`src/rtl/instr_mem_loader.sv`:
```
// Instruction memory loader: takes a framed program image from a byte stream, assembles
// little-endian words, writes them to instruction memory and holds the core in reset meanwhile.
module instr_mem_loader #(
  parameter int         MEM_SIZE  = 1024,
  parameter logic [7:0] SYNC_BYTE = 8'hA5
) (
  input  logic        Clk_Core,
  input  logic        Rst_Core,
  input  logic [7:0]  Rx_Data,
  input  logic        Rx_Valid,
  output logic        Rx_Ready,
  output logic        Mem_Wr_En,
  output logic [31:0] Mem_Wr_Addr,
  output logic [31:0] Mem_Wr_Data,
  output logic        Core_Hold,
  output logic        Load_Done,
  output logic        Load_Error
);

  localparam int          IDX_W   = $clog2(MEM_SIZE) + 1;
  localparam logic [16:0] MAX_LEN = 17'(MEM_SIZE);

  typedef enum logic [2:0] {
    ST_IDLE,
    ST_LEN0,
    ST_LEN1,
    ST_DATA,
    ST_WRITE,
    ST_CHK
  } state_t;

  state_t             state;
  state_t             state_nxt;
  logic               xfer;
  logic [15:0]        len;
  logic [15:0]        len_full;
  logic               len_bad;
  logic               len_zero;
  logic               last_word;
  logic [1:0]         byte_cnt;
  logic [23:0]        word_buf;
  logic [7:0]         chk_acc;
  logic [IDX_W-1:0]   word_idx;

  assign xfer      = Rx_Valid & Rx_Ready;
  assign len_full  = {Rx_Data, len[7:0]};
  assign len_bad   = {1'b0, len_full} > MAX_LEN;
  assign len_zero  = (len_full == 16'd0);
  assign last_word = ((16'(word_idx) + 16'd1) == len);

  always_ff @(posedge Clk_Core or posedge Rst_Core) begin
    if (Rst_Core) begin
      state <= ST_IDLE;
    end else begin
      state <= state_nxt;
    end
  end

  always_comb begin
    state_nxt = state;
    case (state)
      ST_IDLE: begin
        if (xfer && (Rx_Data == SYNC_BYTE)) state_nxt = ST_LEN0;
      end
      ST_LEN0: begin
        if (xfer) state_nxt = ST_LEN1;
      end
      ST_LEN1: begin
        if (xfer) begin
          if (len_bad)       state_nxt = ST_IDLE;
          else if (len_zero) state_nxt = ST_CHK;
          else               state_nxt = ST_DATA;
        end
      end
      ST_DATA: begin
        if (xfer && (byte_cnt == 2'd3)) state_nxt = ST_WRITE;
      end
      ST_WRITE: begin
        state_nxt = last_word ? ST_CHK : ST_DATA;
      end
      ST_CHK: begin
        if (xfer) state_nxt = ST_IDLE;
      end
      default: state_nxt = ST_IDLE;
    endcase
  end

  always_comb begin
    Rx_Ready = (state != ST_WRITE);
  end

  // Write port registers load on the 4th byte so the strobe, address and data all
  // appear together in the WRITE cycle and then hold until the next word.
  always_ff @(posedge Clk_Core or posedge Rst_Core) begin
    if (Rst_Core) begin
      Mem_Wr_En   <= 1'b0;
      Mem_Wr_Addr <= 32'd0;
      Mem_Wr_Data <= 32'd0;
      Core_Hold   <= 1'b0;
      Load_Done   <= 1'b0;
      Load_Error  <= 1'b0;
      len         <= 16'd0;
      byte_cnt    <= 2'd0;
      word_buf    <= 24'd0;
      chk_acc     <= 8'd0;
      word_idx    <= '0;
    end else begin
      Mem_Wr_En <= 1'b0;
      case (state)
        ST_IDLE: begin
          if (xfer && (Rx_Data == SYNC_BYTE)) begin
            Load_Done  <= 1'b0;
            Load_Error <= 1'b0;
            Core_Hold  <= 1'b1;
            chk_acc    <= 8'd0;
            word_idx   <= '0;
            byte_cnt   <= 2'd0;
          end
        end
        ST_LEN0: begin
          if (xfer) len[7:0] <= Rx_Data;
        end
        ST_LEN1: begin
          if (xfer) begin
            len[15:8] <= Rx_Data;
            if (len_bad) begin
              Load_Error <= 1'b1;
              Core_Hold  <= 1'b0;
            end
          end
        end
        ST_DATA: begin
          if (xfer) begin
            chk_acc  <= chk_acc ^ Rx_Data;
            byte_cnt <= byte_cnt + 2'd1;
            case (byte_cnt)
              2'd0: word_buf[7:0]   <= Rx_Data;
              2'd1: word_buf[15:8]  <= Rx_Data;
              2'd2: word_buf[23:16] <= Rx_Data;
              default: begin
                Mem_Wr_En   <= 1'b1;
                Mem_Wr_Addr <= 32'({word_idx, 2'b00});
                Mem_Wr_Data <= {Rx_Data, word_buf};
              end
            endcase
          end
        end
        ST_WRITE: begin
          word_idx <= word_idx + IDX_W'(1);
        end
        ST_CHK: begin
          if (xfer) begin
            if (Rx_Data == chk_acc) Load_Done  <= 1'b1;
            else                    Load_Error <= 1'b1;
            Core_Hold <= 1'b0;
          end
        end
        default: ;
      endcase
    end
  end

endmodule

```
`config.mk`:
```
export PLATFORM = sky130hd
export DESIGN_NAME = instr_mem_loader
export DESIGN_NICKNAME = d
export VERILOG_FILES = /design/src/rtl/instr_mem_loader.sv
export SDC_FILE = /design/constraint.sdc
export NUM_CORES = 1
export LEC_CHECK = 0
export CAP_MARGIN = 20
export CORE_ASPECT_RATIO = 1.5
export CORE_MARGIN = 3
export CORE_UTILIZATION = 49
export CTS_CLUSTER_SIZE = 20
export DETAILED_ROUTE_END_ITERATION = 10
export PLACE_DENSITY = 0.76
export SYNTH_ARGS = -nofsm -noshare
export SYNTH_HDL_FRONTEND = slang
export SYNTH_SLANG_ARGS = --single-unit
```
`constraint.sdc`:
```
create_clock -name Clk_Core -period 3.4 [get_ports Clk_Core]
set_input_delay 0.68 -clock Clk_Core [delete_from_list [all_inputs] [get_ports Clk_Core]]
set_output_delay 0.68 -clock Clk_Core [all_outputs]
set_load 0.01 [all_outputs]
```
==> metrics.txt <==
Relative slew margins=0.463; DR WL/cell=16.8 um; # fillers=865; Ant. Diodes=0; Synth area leaders=dfrtp_1 (51%), mux2_2 (16%), o21ai_0 (3.2%); crit path launch type=register; DP Worst Slack=0.706 ns; arrival time worst endpoint=2.21 ns; post-CTS resize count=0; kind of critical path=reg2out; total gr overflow=0; CTS H-tree lvls=3; Routed WL=11100 um; HP Class=reg2reg; Die ar.=12300 um2; clock net sink count=111; vias per cell=5.42; unrepaired setup endpoints after global routing=no; CP cell instances=inv_2 > nor3_4 > inv_1 > clkdlybuf4s50_1; Post-CTS Hold Fix Bufs=0; fin nets=530; DP HPWL=7980 um; crit-path max cell delay=0.56 ns; Peak supply drop=0.308 mV; critical path peak fanout=13; Netlist cell types=55; Cell Pwr Density=475 nW/um2; Slew @ Worst Pin=0.803 ns; status=complete, no violations; pin count of the biggest net entering global routing=40; area of the mapped netlist=5390 um2; Core ar.=10600 um2; layout cells sized above 1=0.236; Yosys top cell area share=0.515; Tcrit/Tclk final=0.850; Die W=91.7 um; gpl congestion=0.829; number of synthesized register bits=111; Port Buf Inserts=58; first-pass GRT wire length=18400 um; Hold Vio Cnt, Final=0; Root Driver=clkbuf_16; Setup crit end kind=primary output; crit path max-delay cell type=clkdlybuf4s50_1; setup ws final=0.509 ns; vias in the first global route=3653; Slew Limit Fails=0; routed vias=3588; leak pwr=2.99 nW; Avg Inst Size Synth=11.7 um2; synthesis-to-layout area growth=16.7%; most frequent cells in the layout=dfrtp_1 (111), mux2_2 (76), clkdlybuf4s50_1 (58); initial antenna violation count=0; dominant cell type by area after synthesis=dfrtp_1; number of cell rows=46; clk buf depth=2; Max-cap violations=0; synth warn=0; Total GRT Usage=0.190; Worst Skew=0.00835 ns; clock-pin slew on the worst setup and hold paths=0.07 ns; Worst EP required=2.72 ns; sequential fraction of the synthesis area=0.515; CTS buffer count=9; Initial Util=0.507; final count of negative-setup-slack endpoints=0; synthesized instance count=462; drt pass-1 iters=4; setup TNS=0 ns; leading cell type in the layout, fill and taps excluded=dfrtp_1; Final ANT Viol Nets=0; Clk Latency, worst-skew pair=0.35 ns; Ports=80; # DRC=0; Die H=135 um; fmax=346 MHz; minimum clock period=2.89 ns; CTS tree=built; Initial DRC Count=290; Setup Buffers After CTS=0
power by group:
part | total, mW | internal (mW) | switching, mW
Sequential | 1.54 | 1.41 | 0.127
Clock | 1.03 | 0.534 | 0.495
Combinational | 0.427 | 0.210 | 0.216
cell type report:
cell class	count	area [um2]	share of cell area
flip-flops and latches	111	2780	0.441
multi-input cells	310	2290	0.364
repair buffers	70	708	0.112
clock buffers	11	243	0.0386
well taps	144	180	0.0286
clock inverters	5	50.0	0.00795
inverters	11	45.0	0.00715
Yosys cell counts (all sizes together):
cell,count
o41ai,2
a211oi,1
clkbuf,11
inv,11
ha,6
o31ai,6
o2111ai,1
nor4,6
o22ai,1
nand2,29
and4b,1
a21bo,1
bufbuf,1
and2,4
a22o,1
nand3b,1
or3b,1
xnor2,9
buf,38
and4,2
and3,5
xor2,12
nor2b,2
a211o,4
o311ai,1
dfrtp,111
o21bai,2
a31oi,4
nor3,11
and2b,1
conb,1
a221oi,1
nand3,11
nand2b,1
mux2,81
a31o,1
o211a,1
nand4,5
a21oi,12
o21ai,35
nor2,27
per-stage QoR:
stage	hold WS (ns)	total power, mW	instance area (um2)	utilization	std cells
2_1_floorplan	0.452	1.90	5470	-	482
3_3_place_gp	0.461	1.97	6000	0.564	646
3_5_place_dp	0.477	1.99	6000	0.564	646
4_1_cts	0.496	3.01	6300	0.591	662
5_1_grt	0.514	3.14	6300	0.591	662
6_report	0.489	2.99	6300	0.591	662
path summary, 6_finish.rpt:
kind,cells after the start,startpoint,slack [ns],endpoint
max in group asynchronous,3,Rst_Core,1.93,Load_Done
min in group asynchronous,2,Rst_Core,0.82,Mem_Wr_Data[19]
worst max-delay path,4,state[2],0.51,Rx_Ready
worst max register to register,7,word_idx[0],1.23,state[1]
worst min-delay path,1,Mem_Wr_Addr[6],0.49,Mem_Wr_Addr[6]
worst min register to register,1,Mem_Wr_Addr[6],0.49,Mem_Wr_Addr[6]
worst max-delay path, delay by kind of cell, from the launching register on:
family / cells / cell delay [ns]
AND/OR/NAND/NOR: 1 / 0.36
buffers and inverters: 3 / 0.97
flip-flops: 1 / 0.53
routing by layer:
layer,share of wire,track usage,wire length [um]
met3,0.028,0.0284,311
met2,0.56,0.346,6210
met5,0,0,0
met1,0.38,0.216,4230
met4,0.034,0.0923,384
kinds of logic (layout without fill, tap and decap cells):
| group | count (synthesis) | in the layout | synth area share |
|---|---|---|---|
| DFF | 111 | 111 | 0.515 |
| muxes | 81 | 81 | 0.169 |
| AOI/OAI and AO/OA | 74 | 74 | 0.0847 |
| xor gates and xnor gates | 21 | 21 | 0.0341 |
| other | 1 | 21 | 0.000695 |
| buffers and inverters | 61 | 97 | 0.0740 |
| adders and majority gates | 6 | 6 | 0.0139 |
| and+or+nand+nor | 107 | 107 | 0.109 |
state kept, by name, summed over array words and instances (netlist names), 2 cells and up:
name,cells
Mem_Wr_Addr,11
Mem_Wr_Data,32
byte_cnt,2
chk_acc,8
len,16
state,3
word_buf,24
word_idx,11
Note: power is estimated with default switching activity, not from simulation.
